==> src/rtl/pipe_pkg.sv <==
// Shared definitions for the elastic pipeline-stage registers of the merge-sort core.
package pipe_pkg;

   typedef enum logic [1:0] {
      StEmpty = 2'd0,
      StOne   = 2'd1,
      StTwo   = 2'd2
   } stage_state_e;

   // IF/ID: pc, pc+4, instruction
   localparam int unsigned IFID_DATA_W  = 96;
   localparam int unsigned IFID_CTRL_W  = 4;
   localparam logic [IFID_CTRL_W-1:0] IFID_CTRL_NOP = '0;

   // ID/EX: rs1, rs2, imm, pc, pc+4
   localparam int unsigned IDEX_DATA_W  = 160;
   localparam int unsigned IDEX_CTRL_W  = 20;
   localparam logic [IDEX_CTRL_W-1:0] IDEX_CTRL_NOP = '0;

   // EX/MEM: alu result, store data, pc+4
   localparam int unsigned EXMEM_DATA_W = 96;
   localparam int unsigned EXMEM_CTRL_W = 12;
   localparam logic [EXMEM_CTRL_W-1:0] EXMEM_CTRL_NOP = '0;

   // MEM/WB: alu result, load data, pc+4
   localparam int unsigned MEMWB_DATA_W = 96;
   localparam int unsigned MEMWB_CTRL_W = 8;
   localparam logic [MEMWB_CTRL_W-1:0] MEMWB_CTRL_NOP = '0;

endpackage

==> src/rtl/pipe_sat_cnt.sv <==
// 32-bit saturating event counter with enable and a synchronous load.
module pipe_sat_cnt (
   input  logic        clk,
   input  logic        reset,
   input  logic        en,
   input  logic        load,
   input  logic [31:0] load_val,
   output logic [31:0] cnt
);

   logic [31:0] cnt_q, cnt_d;

   always_comb begin
      cnt_d = cnt_q;
      if (load) begin
         cnt_d = load_val;
      end else if (en && (cnt_q != 32'hFFFF_FFFF)) begin
         cnt_d = cnt_q + 32'd1;
      end
   end

   always_ff @(posedge clk or posedge reset) begin
      if (reset) begin
         cnt_q <= '0;
      end else begin
         cnt_q <= cnt_d;
      end
   end

   assign cnt = cnt_q;

endmodule

==> src/rtl/pipe_stage_elastic.sv <==
// Elastic pipeline-stage register: valid/ready handshake, 2-entry skid, flush, NOP-squashed control.
// Define PIPE_STAGE_PERF_EN to add saturating stall/bubble counters.
module pipe_stage_elastic
   import pipe_pkg::*;
#(
   parameter int unsigned       DATA_W   = 160,
   parameter int unsigned       CTRL_W   = 20,
   parameter logic [CTRL_W-1:0] CTRL_NOP = '0
) (
   input  logic              clk,
   input  logic              reset,
   input  logic              flush,
   input  logic              in_valid,
   output logic              in_ready,
   input  logic [DATA_W-1:0] in_data,
   input  logic [CTRL_W-1:0] in_ctrl,
   output logic              out_valid,
   input  logic              out_ready,
   output logic [DATA_W-1:0] out_data,
   output logic [CTRL_W-1:0] out_ctrl
`ifdef PIPE_STAGE_PERF_EN
   ,
   output logic [31:0]       stall_cnt,
   output logic [31:0]       bubble_cnt
`endif
);

   stage_state_e      state_q, state_d;
   logic              in_ready_q;
   logic [DATA_W-1:0] main_data_q, skid_data_q;
   logic [CTRL_W-1:0] main_ctrl_q, skid_ctrl_q;
   logic              push, pop;
   logic              load_main_in, load_main_skid, load_skid;

   assign out_valid = (state_q != StEmpty);
   assign push      = in_valid & in_ready_q;
   assign pop       = out_valid & out_ready;

   always_comb begin
      state_d        = state_q;
      load_main_in   = 1'b0;
      load_main_skid = 1'b0;
      load_skid      = 1'b0;
      // Flush wins over everything, including a same-cycle push.
      if (flush) begin
         state_d = StEmpty;
      end else begin
         unique case (state_q)
            StEmpty: begin
               if (push) begin
                  state_d      = StOne;
                  load_main_in = 1'b1;
               end
            end
            StOne: begin
               if (push && !pop) begin
                  state_d   = StTwo;
                  load_skid = 1'b1;
               end else if (push && pop) begin
                  load_main_in = 1'b1;
               end else if (pop) begin
                  state_d = StEmpty;
               end
            end
            StTwo: begin
               if (pop) begin
                  state_d        = StOne;
                  load_main_skid = 1'b1;
               end
            end
            default: state_d = StEmpty;
         endcase
      end
   end

   always_ff @(posedge clk or posedge reset) begin
      if (reset) begin
         state_q    <= StEmpty;
         in_ready_q <= 1'b1;
      end else begin
         state_q    <= state_d;
         in_ready_q <= (state_d != StTwo);
      end
   end

   always_ff @(posedge clk or posedge reset) begin
      if (reset) begin
         main_data_q <= '0;
         main_ctrl_q <= CTRL_NOP;
         skid_data_q <= '0;
         skid_ctrl_q <= CTRL_NOP;
      end else begin
         if (load_main_in) begin
            main_data_q <= in_data;
            main_ctrl_q <= in_ctrl;
         end else if (load_main_skid) begin
            main_data_q <= skid_data_q;
            main_ctrl_q <= skid_ctrl_q;
         end
         if (load_skid) begin
            skid_data_q <= in_data;
            skid_ctrl_q <= in_ctrl;
         end
      end
   end

   assign in_ready = in_ready_q;
   assign out_data = main_data_q;
   assign out_ctrl = out_valid ? main_ctrl_q : CTRL_NOP;

`ifdef PIPE_STAGE_PERF_EN
   pipe_sat_cnt u_stall_cnt (
      .clk      (clk),
      .reset    (reset),
      .en       (out_valid & ~out_ready),
      .load     (1'b0),
      .load_val (32'd0),
      .cnt      (stall_cnt)
   );

   pipe_sat_cnt u_bubble_cnt (
      .clk      (clk),
      .reset    (reset),
      .en       (~out_valid),
      .load     (1'b0),
      .load_val (32'd0),
      .cnt      (bubble_cnt)
   );
`endif

endmodule

==> config.mk <==
export PLATFORM = sky130hd
export DESIGN_NAME = pipe_stage_elastic
export DESIGN_NICKNAME = d
export VERILOG_FILES = /design/src/rtl/pipe_pkg.sv /design/src/rtl/pipe_sat_cnt.sv /design/src/rtl/pipe_stage_elastic.sv
export SDC_FILE = /design/constraint.sdc
export NUM_CORES = 1
export LEC_CHECK = 0
export BUFFER_PORTS_ARGS = -buffer_cell sky130_fd_sc_hd__buf_2
export CAP_MARGIN = 20
export CORE_UTILIZATION = 57
export CTS_CLUSTER_SIZE = 30
export DETAILED_ROUTE_END_ITERATION = 8
export PLACE_DENSITY_LB_ADDON = 0.12
export SLEW_MARGIN = 20
export SYNTH_ARGS = -nofsm -noshare
export SYNTH_HDL_FRONTEND = slang
export SYNTH_SLANG_ARGS = --single-unit
==> constraint.sdc <==
create_clock -name clk -period 29.8 [get_ports clk]
set_clock_uncertainty 0.05 [all_clocks]
set_input_delay 4.47 -clock clk [delete_from_list [all_inputs] [get_ports clk]]
set_output_delay 4.47 -clock clk [all_outputs]
set_load 0.01 [all_outputs]
==> results of run 1 <==
stage by stage:
stage / area [sq um] / hold slack [ns] / power (uW) / util, % / instances
finish: 18000 / 0.429 / 1390 / 71.1 / 1733
global route: 18000 / 0.438 / 1460 / 71.0 / 1729
global placement: 16700 / 0.415 / 902 / 65.8 / 1651
CTS: 18000 / 0.436 / 1400 / 70.9 / 1720
detailed placement: 16700 / 0.423 / 916 / 65.8 / 1651
floorplan: 14800 / 0.406 / 819 / - / 1025
layer usage:
metal,vias to the layer above,routed length [microns]
li1,4512,-
met1,5168,14500
met2,331,16400
met3,67,2760
met4,4,1010
met5,-,23
logic make-up after synthesis:
logic type / count (synthesis) / synth area share [%]
compound gates: 185 / 12.4
flops: 363 / 61.3
buf+inv: 85 / 3.55
xor+xnor: 1 / 0.0592
simple gates: 209 / 8.87
mux: 182 / 13.8
worst min-delay path by stage:
stage | start | endpoint | slack (ns) | cells past startpoint
after floorplan | skid_data_q[110] | skid_data_q[110] | 0.41 | 1
after global placement | skid_data_q[25] | skid_data_q[25] | 0.41 | 1
after detailed placement | skid_data_q[20] | skid_data_q[20] | 0.42 | 1
after CTS | skid_data_q[20] | skid_data_q[20] | 0.44 | 1
after global routing | skid_data_q[18] | skid_data_q[18] | 0.44 | 1
final | skid_data_q[18] | skid_data_q[18] | 0.43 | 1
placed cells by master, fill, tap and decap left out:
| cell | n |
|---|---|
| buf_2 | 366 |
| dfrtp_1 | 362 |
| and2_1 | 178 |
| a221o_1 | 178 |
| mux2_2 | 145 |
| clkbuf_16 | 41 |
| mux2_1 | 35 |
| nor2b_1 | 20 |
| diode_2 | 13 |
| clkbuf_8 | 11 |
| buf_4 | 11 |
| clkinv_2 | 10 |
| clkbuf_1 | 4 |
| inv_1 | 3 |
| and4bb_4 | 2 |
| mux2i_1 | 2 |
| nand3_1 | 2 |
| o21ai_0 | 2 |
| nand2_1 | 2 |
| a211oi_1 | 2 |
| bufinv_16 | 2 |
| nand2b_1 | 1 |
| nand2b_4 | 1 |
| and2_4 | 1 |
| a21oi_4 | 1 |
| xnor2_1 | 1 |
| a21oi_1 | 1 |
| nor2_1 | 1 |
| or3_1 | 1 |
| a211o_1 | 1 |
| inv_8 | 1 |
| clkinvlp_4 | 1 |
| dfstp_2 | 1 |
power groups by stage:
stage | Combinational, uW | Clock, uW | Sequential [uW]
after floorplan | 134 | 0 | 685
after global placement | 231 | 0 | 671
after detailed placement | 239 | 0 | 676
after CTS | 240 | 493 | 670
after global routing | 258 | 513 | 684
final | 236 | 483 | 671
area by class of cell:
class	instances	share of cell area [%]
Sequential cell	363	50.5
Multi-Input combinational cell	577	29.0
Timing Repair Buffer	377	10.6
Clock buffer	56	6.63
Tap cell	330	2.29
Clock inverter	13	0.654
Antenna cell	13	0.181
Inverter	4	0.125
critical path: cells and delay by family:
kind	cells	cell delay [ns]
AOI/OAI and AO/OA	2	1.17
buffers and inverters	2	0.96
and+or+nand+nor	1	0.41
state kept, by name, summed over array words and instances, names as in the netlist:
signal and count:
in_ready 1, main_ctrl_q 20, out_data 160, skid_ctrl_q 20
skid_data_q 160, state_q 2
==> reports/metrics.sh, run 1 <==
GLOBALROUTE.BUSIESTLAYER='met2'
SYN-MEAN-INSTANCE-AREA_SQ_UM=14.4
TRITONCTS='built'
GLOBAL_ROUTE.USAGE.MET3_PCT=7.41
SHARE_COMB_OF_TOTAL_POWER_PCT=17.0
DRIVE_GT1_SHARE_PCT=42.7
SEQ_POWER_SHARE_PCT=48.3
CRITICAL_PATH.REG2REG.ENDPOINT='out_data[73]'
NET_SWITCHING_SHARE_OF_THE_TOTAL_POWER_PCT=25.3
FINAL.SETUP.TNS_NS=0
MAXSLEWVIOLCOUNT=0
WORST-SLEW-PIN-TRANSITION_NS=1.11
MAX-CAP-VIOLATIONS=0
LAYOUT-AREA-OVERHEAD-VS-SYNTH_PCT=21.5
AREA.SEQUENTIAL_SQ_UM=9080
DIE_W_MICRONS=163
CRIT_END='out_data[73]'
DRT-VIAS-PER-INSTANCE=5.82
SETUP_VIOL=0
SYNTH-EDFF-COUNT=0
PIN_COUNT_OF_THE_BIGGEST_NET_ENTERING_GLOBAL_ROUTING=143
ROUTE.FINAL.WIRE_LENGTH_MICRONS=34700
GRT_UTIL_ALL_LAYERS_PCT=25.9
GRT_PASS1_WL_MICRONS=54400
SYNTH.MOST_COMMON_CELL='dfrtp_1'
CTSHOLDBUFFERS=0
FINAL_NETS=1547
SYNTH_TOP_AREA_CELL='dfrtp_1'
FINALHOLDVIOLATIONS=0
EFFECTIVE_UTILIZATION_AT_FLOORPLAN_PCT=58.5
TIMING.SLEW.HEADROOM_PCT=25.7
NUMPORTBUFFERS=366
STATIC-LEAKAGE-POWER_uW=0.00883
DP_SLACK_NS=22.49
ROUTEDWLPERCELL_MICRONS=20.0
CRITICAL_PATH_SOURCE_TYPE='input port'
HOLD_PATH_CLASS='flop to flop'
GRT_SETUP_UNREPAIRED='false'
ROUTABILITYCONGESTION=0.797
CTS-BUFFERS-INSERTED=39
REMAINING_DRC_ERRORS=0
GRT_USE_MET1_PCT=34.0
ROW_COUNT=58
ROUTE.VIAS.TOTAL=10082
VIA_COUNT_OF_THE_FIRST_GLOBAL_ROUTING_PASS=10182
TIMING.SETUP.CRITICAL_PATH_CLASS='input port to flop'
SYNTH.LIB_CELLS_USED.DISTINCT=25
RR_WORST_DEPTH=4
RRSETUPSLACK_NS=26.73
CRIT_FANOUT=77
FILL_CELL_COUNT=1781
FINAL_ANT_VIOL_NETS=0
FINAL_WORST_SETUP_SLACK_NS=23.11
WORST_PATH_REQUIRED_NS=30.19
CTS.PATH.MAX_BUFFERS=3
OUTCOME='completed'
WORSTPATHARRIVAL_NS=7.07
SYN_NETS=1210
GR-USAGE-MET2_PCT=40.5
CTS_SETUP_BUFFERS=0
POST_SYNTH_MAIN_AREA_CONTRIBUTORS='dfrtp_1, a221o_1, mux2_2'
GLOBALROUTE.TOTALOVERFLOW=0
DETAILED_PLACE_HPWL_MICRONS=21600
PWR-SHARE-CLK_PCT=34.7
FIRST_PASS_ITERS=6
YOSYSWARNINGS=0
WORST_PATH_MAX_DELAY_CELL='a21oi_4'
YS_TOP_CELLS_BY_COUNT='dfrtp_1, and2_1, a221o_1'
POSTSYNTH.ASYNCRESETSHARE_PCT=100
CLK_TRANSITION_REPORTED_PATHS_NS=0.06
CLOCKROOTBUFFER='clkbuf_16'
SYN-INSTANCE-COUNT=1025
ANTENNA_FOUND_INITIAL=12
CTS_SINKS=363
DRT_ITER0_DRC=800
IOPINCOUNT=367
YS_SEQ_AREA_SHARE_PCT=61.3
MAX_FREQ_GHz=0.150
R2R_START='state_q[1]'
SYNTH_SEQ_CELLS=363
POWER_REPORT.INTERNAL_TOTAL_uW=1040
WORST_IR_DROP_VDD_uV=58.2
CTS-HTREE-LEVELS=2
SETUP.WORST_PATH.START='out_ready'
NETLIST.AREA_LEADER.SHARE_PCT=61.2
SWITCHINGPOWER_uW=352
PERIOD_NEEDED_NS=6.69
MULTIINPUTGATEAREA_SQ_UM=5220
COREAREA_SQ_UM=25300
CTS.REPAIR.RESIZED=0
CELL_BY_CELL_TRACE_OF_THE_CRITICAL_PATH='buf_2 > and4bb_4 > a21oi_4 > buf_4 > a221o_1'
TOP_REG_CELL_SYNTH='dfrtp_1'
POWER-PER-CELL-AREA_nW_PER_UM2=77.2
WORST_PATH_LARGEST_CELL_DELAY_NS=0.89
SYNTHESIZED_CELL_AREA_SQ_UM=14800
CLK-INSERTION-DELAY-LATE_NS=0.50
DIEHEIGHT_MICRONS=163
SETUP.WORST_PATH.END_CLASS='flop'
FP.DIEAREA_SQ_UM=26600
FIN_CRIT_SH_PCT=22.4
No activity file was read; power rests on OpenSTA's default activity.
==> run 2: changes to the inputs <==
--- a/config.mk
+++ b/config.mk
@@ -5,9 +5,10 @@
 export SDC_FILE = /design/constraint.sdc
 export NUM_CORES = 1
 export LEC_CHECK = 0
+export ABC_AREA = 1
 export BUFFER_PORTS_ARGS = -buffer_cell sky130_fd_sc_hd__buf_2
 export CAP_MARGIN = 20
-export CORE_UTILIZATION = 57
+export CORE_UTILIZATION = 49
 export CTS_CLUSTER_SIZE = 30
 export DETAILED_ROUTE_END_ITERATION = 8
 export PLACE_DENSITY_LB_ADDON = 0.12
==> constraint.sdc (replaced) <==
create_clock -name clk -period 5.47 [get_ports clk]
set_clock_uncertainty 0.05 [all_clocks]
set_input_delay 0.8205 -clock clk [delete_from_list [all_inputs] [get_ports clk]]
set_output_delay 0.8205 -clock clk [all_outputs]
set_load 0.01 [all_outputs]
==> run 2 against run 1 <==
Net effect: sequential power rose to 6.0 times the previous value; synthesized cell count grew 80%; highest routed layer unchanged; register-to-register slack got worse by 24 ns; global-route usage is 0.76 points higher; non-clock buffer count rose by 8.
==> reports/metrics.sh, run 2 <==
OUTCOME='completed'
STATIC-LEAKAGE-POWER_uW=0.0101  # +15%
TOP_LIBRARY_CELLS_BY_USAGE_IN_THE_LAYOUT_FILL_AND_TAPS_ASIDE='buf_2, nand2_1, dfrtp_1'
POST-ROUTE-CELL-AREA_SQ_UM=19100  # +6.2%
PWR-SHARE-CLK_PCT=30.8  # -3.9 points
SYN_NETS=2035  # +68%
ANTENNA_FOUND_INITIAL=9  # -3
CTS-HTREE-LEVELS=2  # unchanged
DP.CELLS=2512  # +52%
SYNTH.LIB_CELLS_USED.DISTINCT=21  # -16%
PATH_COMMON_CELL='buf_4'
FP.DIEAREA_SQ_UM=33400  # +26%
VIA_COUNT_OF_THE_FIRST_GLOBAL_ROUTING_PASS=13149  # +29%
WORSTPATHARRIVAL_NS=3.59  # -3.48 ns
CTS_SETUP_BUFFERS=0  # unchanged
HOLD_PATH_CLASS='input port to asynchronous set/reset pin'
FIRST_PASS_ITERS=5  # -1
NET_SWITCHING_SHARE_OF_THE_TOTAL_POWER_PCT=31.0  # +5.7 points
EFFECTIVE_UTILIZATION_AT_FLOORPLAN_PCT=50.3  # -8.2 points
WORST-SLEW-PIN-TRANSITION_NS=1.13  # +0.0122 ns
DRT_ITER0_DRC=1271  # +59%
SYNTHESIZED_CELL_AREA_SQ_UM=16000  # +8.3%
TOTALPOWERFINAL_uW=8350  # +500%
ROUTE.VIAS.TOTAL=14173  # +41%
ROUTE.FINAL.WIRE_LENGTH_MICRONS=44900  # +30%
DRIVE_GT1_SHARE_PCT=21.3  # -21 points
POST_SYNTH_MAIN_AREA_CONTRIBUTORS='dfrtp_1, nand3_1, nand2_1'
PERIOD_NEEDED_NS=3.21
R2R_START='state_q[0]'
FINAL_CELL_COUNT_NO_FILL=2589  # +49%
WORST_PATH_LARGEST_CELL_DELAY_NS=0.87  # -0.02 ns
WORST_PATH_MAX_DELAY_CELL='buf_4'
AREA.SEQUENTIAL_SQ_UM=9080  # unchanged
SYNTH_TOP_AREA_CELL='dfrtp_1'
YS_TOP_CELLS_BY_COUNT='nand2_1, dfrtp_1, nand3_1'
CLK_TRANSITION_REPORTED_PATHS_NS=0.06  # about the same
YOSYSWARNINGS=0  # unchanged
DIEHEIGHT_MICRONS=183  # +12%
POSTSYNTH.ASYNCRESETSHARE_PCT=100  # unchanged
FILL_CELL_COUNT=2885  # +62%
MAX-CAP-VIOLATIONS=0  # unchanged
FINALHOLDVIOLATIONS=0  # unchanged
FINALHOLDWORSTSLACK_NS=0.152  # -0.277 ns
CLOCKROOTBUFFER='clkbuf_16'
CRIT_FANOUT=102  # +32%
SETUP_VIOL=0  # unchanged
DETAILED_PLACE_HPWL_MICRONS=26200  # +21%
CRITICAL_PATH_SOURCE_TYPE='flop'
ROW_COUNT=65  # +12%
DIE_W_MICRONS=183  # +12%
SYN-MEAN-INSTANCE-AREA_SQ_UM=8.67  # -40%
GRT_SETUP_UNREPAIRED='false'
COREAREA_SQ_UM=31900  # +26%
DRT-VIAS-PER-INSTANCE=5.47  # -5.9%
CTS-BUFFERS-INSERTED=39  # unchanged
TIMING.SETUP.CRITICAL_PATH_CLASS='flop to flop'
CLK-INSERTION-DELAY-LATE_NS=0.51  # about the same
MULTIINPUTGATEAREA_SQ_UM=5400  # +3.4%
CTSHOLDBUFFERS=0  # unchanged
SYNTH.MOST_COMMON_CELL='nand2_1'
SWITCHINGPOWER_uW=2590  # +640%
SHARE_COMB_OF_TOTAL_POWER_PCT=21.3  # +4.3 points
CELL_BY_CELL_TRACE_OF_THE_CRITICAL_PATH='nand2_8 > inv_1 > nand3_4 > buf_4 > buf_4 > nand2_1 > o21ai_1'
RR_WORST_DEPTH=7  # +3
FINAL_ANT_VIOL_NETS=0  # unchanged
ROUTABILITYCONGESTION=0.800  # +0.39%
TOP_REG_CELL_SYNTH='dfrtp_1'
REMAINING_DRC_ERRORS=0  # unchanged
RRSETUPSLACK_NS=2.26  # -24.47 ns
CTS.PATH.MAX_BUFFERS=3  # unchanged
CTS_SINKS=363  # unchanged
LAYOUT-AREA-OVERHEAD-VS-SYNTH_PCT=19.3
POWER_REPORT.INTERNAL_TOTAL_uW=5760  # +450%
SEQ_POWER_SHARE_PCT=47.9  # -0.4 points
ROUTEDWLPERCELL_MICRONS=17.3  # -13%
POWER-PER-CELL-AREA_nW_PER_UM2=436  # +470%
LAYOUT.CELLS.MOST_COMMON='buf_2'
SYN-INSTANCE-COUNT=1850  # +80%
CRITICAL_PATH.REG2REG.ENDPOINT='skid_data_q[21]'
GRT_UTIL_ALL_LAYERS_PCT=26.6  # +0.76 points
PIN_COUNT_OF_THE_BIGGEST_NET_ENTERING_GLOBAL_ROUTING=164  # +15%
MAX_FREQ_GHz=0.312
YS_SEQ_AREA_SHARE_PCT=56.7  # -4.7 points
WORST_PATH_REQUIRED_NS=5.85  # -24.34 ns
GRT_PASS1_WL_MICRONS=71400  # +31%
TRITONCTS='built'
SYNTH_SEQ_CELLS=363  # unchanged
PLACE_AREA_SQ_UM=17900  # +7.2%
TIMING.SLEW.HEADROOM_PCT=24.9  # -0.81 points
FINAL_NETS=2303  # +49%
IOPINCOUNT=367  # unchanged
FIN_CRIT_SH_PCT=58.7
NETLIST.AREA_LEADER.SHARE_PCT=56.5  # -4.7 points
NUMPORTBUFFERS=366  # unchanged
CTS.REPAIR.RESIZED=0  # unchanged
GLOBALROUTE.TOTALOVERFLOW=0  # unchanged
WORST_IR_DROP_VDD_uV=247  # +320%
MAXSLEWVIOLCOUNT=0  # unchanged
SYNTH-EDFF-COUNT=0  # unchanged
SETUP.WORST_PATH.END_CLASS='flop'
run 2: per-layer routing:
metal	vias up	routed length (microns)	track usage, %	share of wire (%)
li1	6723	-	-	-
met1	6816	19400	38.2	43
met2	558	20800	40.6	46
met3	72	3430	5.26	7.6
met4	4	1160	8.93	2.6
met5	-	20	0	0.045
run 2: worst max-delay path by stage:
stage	from	to
detailed placement	out_ready	skid_data_q[63]
CTS	state_q[0]	skid_data_q[63]
global route	state_q[0]	skid_ctrl_q[4]
finish	state_q[0]	skid_data_q[21]
floorplan	reset	main_ctrl_q[0]
global placement	out_ready	skid_data_q[63]
run 2: cells by family after synthesis:
family                 synth area share, %
and+or+nand+nor                       27.8
buffers and inverters                 9.91
DFF                                   56.7
AOI/OAI and AO/OA                     5.65
run 2: layout make-up:
| class | instances | area share, % |
|---|---|---|
| clock buffer | 59 | 6.07 |
| timing repair buffer | 385 | 10.6 |
| antenna | 8 | 0.105 |
| clock inverter | 10 | 0.425 |
| tap | 435 | 2.85 |
| multi-input combinational | 1118 | 28.2 |
| inverter | 211 | 4.21 |
| sequential | 363 | 47.5 |
run 2: through the flow:
step | util (%) | setup WS, ns | TNS (ns)
after floorplan | - | -0.268 | -96.99
after global placement | 55.9 | 1.79 | 0
after detailed placement | 56.0 | 1.73 | 0
after CTS | 59.9 | 2.19 | 0
after global routing | 59.9 | 1.92 | 0
final | 60.0 | 2.26 | 0
run 2: worst max-delay path, delay by kind of cell, from the launching register on:
kind,cells,cell delay [ns]
AOI/OAI and AO/OA,1,0.12
buffers and inverters,3,1.62
DFF,1,0.46
and+or+nand+nor,3,0.78
run 2: power groups by stage:
stage / Combinational (uW) / Sequential, uW / Clock (uW)
detailed placement: 1800 / 4030 / 0
global placement: 1740 / 4010 / 0
global route: 2020 / 4090 / 2730
finish: 1780 / 4000 / 2570
CTS: 1800 / 3990 / 2620
floorplan: 981 / 4080 / 0
==> run 3: changes to the inputs <==
==> constraint.sdc (replaced) <==
create_clock -name clk -period 2.9 [get_ports clk]
set_clock_uncertainty 0.05 [all_clocks]
set_input_delay 0.435 -clock clk [delete_from_list [all_inputs] [get_ports clk]]
set_output_delay 0.435 -clock clk [all_outputs]
set_load 0.01 [all_outputs]
==> run 3 against run 2 <==
Net effect: global-route usage decreased by 0.058 points; cell area increased by 1.4%; sequential share of layout area decreased by 0.64 points; critical path type unchanged; largest power group unchanged.
==> reports/metrics.sh, run 3 (same netlist as run 2, synthesis figures left out) <==
FINALHOLDVIOLATIONS=0  # unchanged
PLACE_AREA_SQ_UM=18100  # +1.2%
CLK_TRANSITION_REPORTED_PATHS_NS=0.06  # about the same
DRIVE_GT1_SHARE_PCT=21.7  # +0.39 points
WORSTPATHARRIVAL_NS=2.58  # -1.01 ns
ROW_COUNT=65  # unchanged
DIEHEIGHT_MICRONS=183  # unchanged
POWER-PER-CELL-AREA_nW_PER_UM2=819  # +88%
TOP_LIBRARY_CELLS_BY_USAGE_IN_THE_LAYOUT_FILL_AND_TAPS_ASIDE='buf_2, nand2_1, dfrtp_1'
TRITONCTS='built'
GRT_PASS1_WL_MICRONS=71000  # -0.53%
MAX_FREQ_GHz=0.458  # +47%
ROUTE.FINAL.WIRE_LENGTH_MICRONS=44700  # -0.40%
DRT_ITER0_DRC=1308  # +2.9%
MAX-CAP-VIOLATIONS=0  # unchanged
LAYOUT-AREA-OVERHEAD-VS-SYNTH_PCT=20.9
REMAINING_DRC_ERRORS=0  # unchanged
NUMPORTBUFFERS=366  # unchanged
COREAREA_SQ_UM=31900  # unchanged
GRT_UTIL_ALL_LAYERS_PCT=26.6  # -0.058 points
WORST-SLEW-PIN-TRANSITION_NS=1.02  # -0.110 ns
HOLD_PATH_CLASS='input port to flop'
WORST-PATH-BUF-INV=2  # -1
CTS.REPAIR.RESIZED=0  # unchanged
DIE_W_MICRONS=183  # unchanged
CELL_BY_CELL_TRACE_OF_THE_CRITICAL_PATH='nand2_1 > inv_6 > buf_12 > nand4_1 > nand3_1'
CRIT_FANOUT=174  # +71%
FINAL_CELL_COUNT_NO_FILL=2610  # +0.81%
CTS-HTREE-LEVELS=2  # unchanged
FIRST_PASS_ITERS=5  # unchanged
FIN_CRIT_SH_PCT=75.3  # +17 points
FINAL_ANT_VIOL_NETS=0  # unchanged
STATIC-LEAKAGE-POWER_uW=0.0102  # +1.3%
ROUTABILITYCONGESTION=0.795  # -0.56%
PIN_COUNT_OF_THE_BIGGEST_NET_ENTERING_GLOBAL_ROUTING=175  # +6.7%
MAXSLEWVIOLCOUNT=0  # unchanged
OUTCOME='completed'
FINAL_NETS=2320  # +0.74%
DRT-VIAS-PER-INSTANCE=5.44  # -0.67%
PATH_DELAY_FAMILY='buffers and inverters'
PERIOD_NEEDED_NS=2.18  # -1.02 ns
DETAILED_PLACE_HPWL_MICRONS=26900  # +2.7%
CLK-INSERTION-DELAY-LATE_NS=0.52  # about the same
CTS.PATH.MAX_BUFFERS=3  # unchanged
EFFECTIVE_UTILIZATION_AT_FLOORPLAN_PCT=50.3  # unchanged
TIMING.SETUP.CRITICAL_PATH_CLASS='flop to flop'
WORST_IR_DROP_VDD_uV=515  # +110%
POSTLAYOUTCOREUTIL_PCT=60.8  # +0.82 points
DP.CELLS=2527  # +0.60%
CTS_SINKS=363  # unchanged
CTS-BUFFERS-INSERTED=40  # +2.6%
LAYOUT.CELLS.MOST_COMMON='buf_2'
CTS_SETUP_BUFFERS=0  # unchanged
TIMING.SLEW.HEADROOM_PCT=32.3  # +7.4 points
GRT_SETUP_UNREPAIRED='false'
ROUTEDWLPERCELL_MICRONS=17.1  # -1.2%
ROUTE.VIAS.TOTAL=14192  # +0.13%
CRITICAL_PATH_SOURCE_TYPE='flop'
CLOCKROOTBUFFER='clkbuf_16'
POST-ROUTE-CELL-AREA_SQ_UM=19400  # +1.4%
SETUP_VIOL=0  # unchanged
ANTENNA_FOUND_INITIAL=12  # +3
SETUP.WORST_PATH.END_CLASS='flop'
IOPINCOUNT=367  # unchanged
VIA_COUNT_OF_THE_FIRST_GLOBAL_ROUTING_PASS=13137  # -0.091%
FINAL.SETUP.TNS_NS=0  # unchanged
FP.DIEAREA_SQ_UM=33400  # unchanged
WORST_PATH_REQUIRED_NS=3.30  # -2.55 ns
WORST_PATH_LARGEST_CELL_DELAY_NS=0.61  # -0.26 ns
WORST_PATH_MAX_DELAY_CELL='buf_12'
GLOBALROUTE.TOTALOVERFLOW=0  # unchanged
## run 3: stage by stage
stage	total power, uW	worst slack, ns	hold WS [ns]
floorplan	9550	-2.45	0.403
global placement	10900	0.697	0.415
detailed placement	11000	0.615	0.424
CTS	16000	0.715	0.0857
global route	16800	0.580	0.0902
finish	15900	0.715	0.0987
## run 3: layout make-up
class,count,area (sq um)
Inverter,211,806
Fill cell,2890,12500
Sequential cell,363,9080
Timing Repair Buffer,401,2250
Tap cell,435,544
Antenna cell,8,20.0
Clock buffer,66,1210
Multi-Input combinational cell,1118,5400
Clock inverter,8,75.1
## run 3: worst reg2reg max path: stages (launching register included)
cell	delay, ns
dfstp_2	0.56
nand2_1	0.20
inv_6	0.19
buf_12	0.61
nand4_1	0.37
nand3_1	0.14
## run 3: path summary, 6_finish.rpt
path | startpoint | end | slack [ns] | cells past startpoint
worst max-delay path | in_ready | out_data[24] | 0.72 | 5
worst min-delay path | in_data[10] | skid_data_q[10] | 0.1 | 3
worst max register to register | in_ready | out_data[24] | 0.72 | 5
worst min register to register | skid_data_q[156] | out_data[156] | 0.43 | 2
max in group asynchronous | reset | out_data[41] | 1.40 | 5
min in group asynchronous | reset | main_ctrl_q[9] | 0.44 | 3
## run 3: timing repair
item / in CTS / in global routing
hold endpoints to repair: 10 / 0
setup endpoints to repair: 0 / 0
hold buffers: 1 / 0
## run 3: report_power, final
group / switching (uW) / internal, uW / total (uW)
sequential: 898 / 6650 / 7540
combinational: 2000 / 1390 / 3390
clock: 2010 / 2940 / 4950
## run 3: per-layer routing
layer / GRT usage (%) / up-vias / part of all wire, %
met5: 0 / - / 0.096
met4: 9.80 / 8 / 3.2
li1: - / 6772 / -
met1: 37.0 / 6790 / 43
met3: 5.54 / 93 / 7.5
met2: 41.1 / 529 / 46
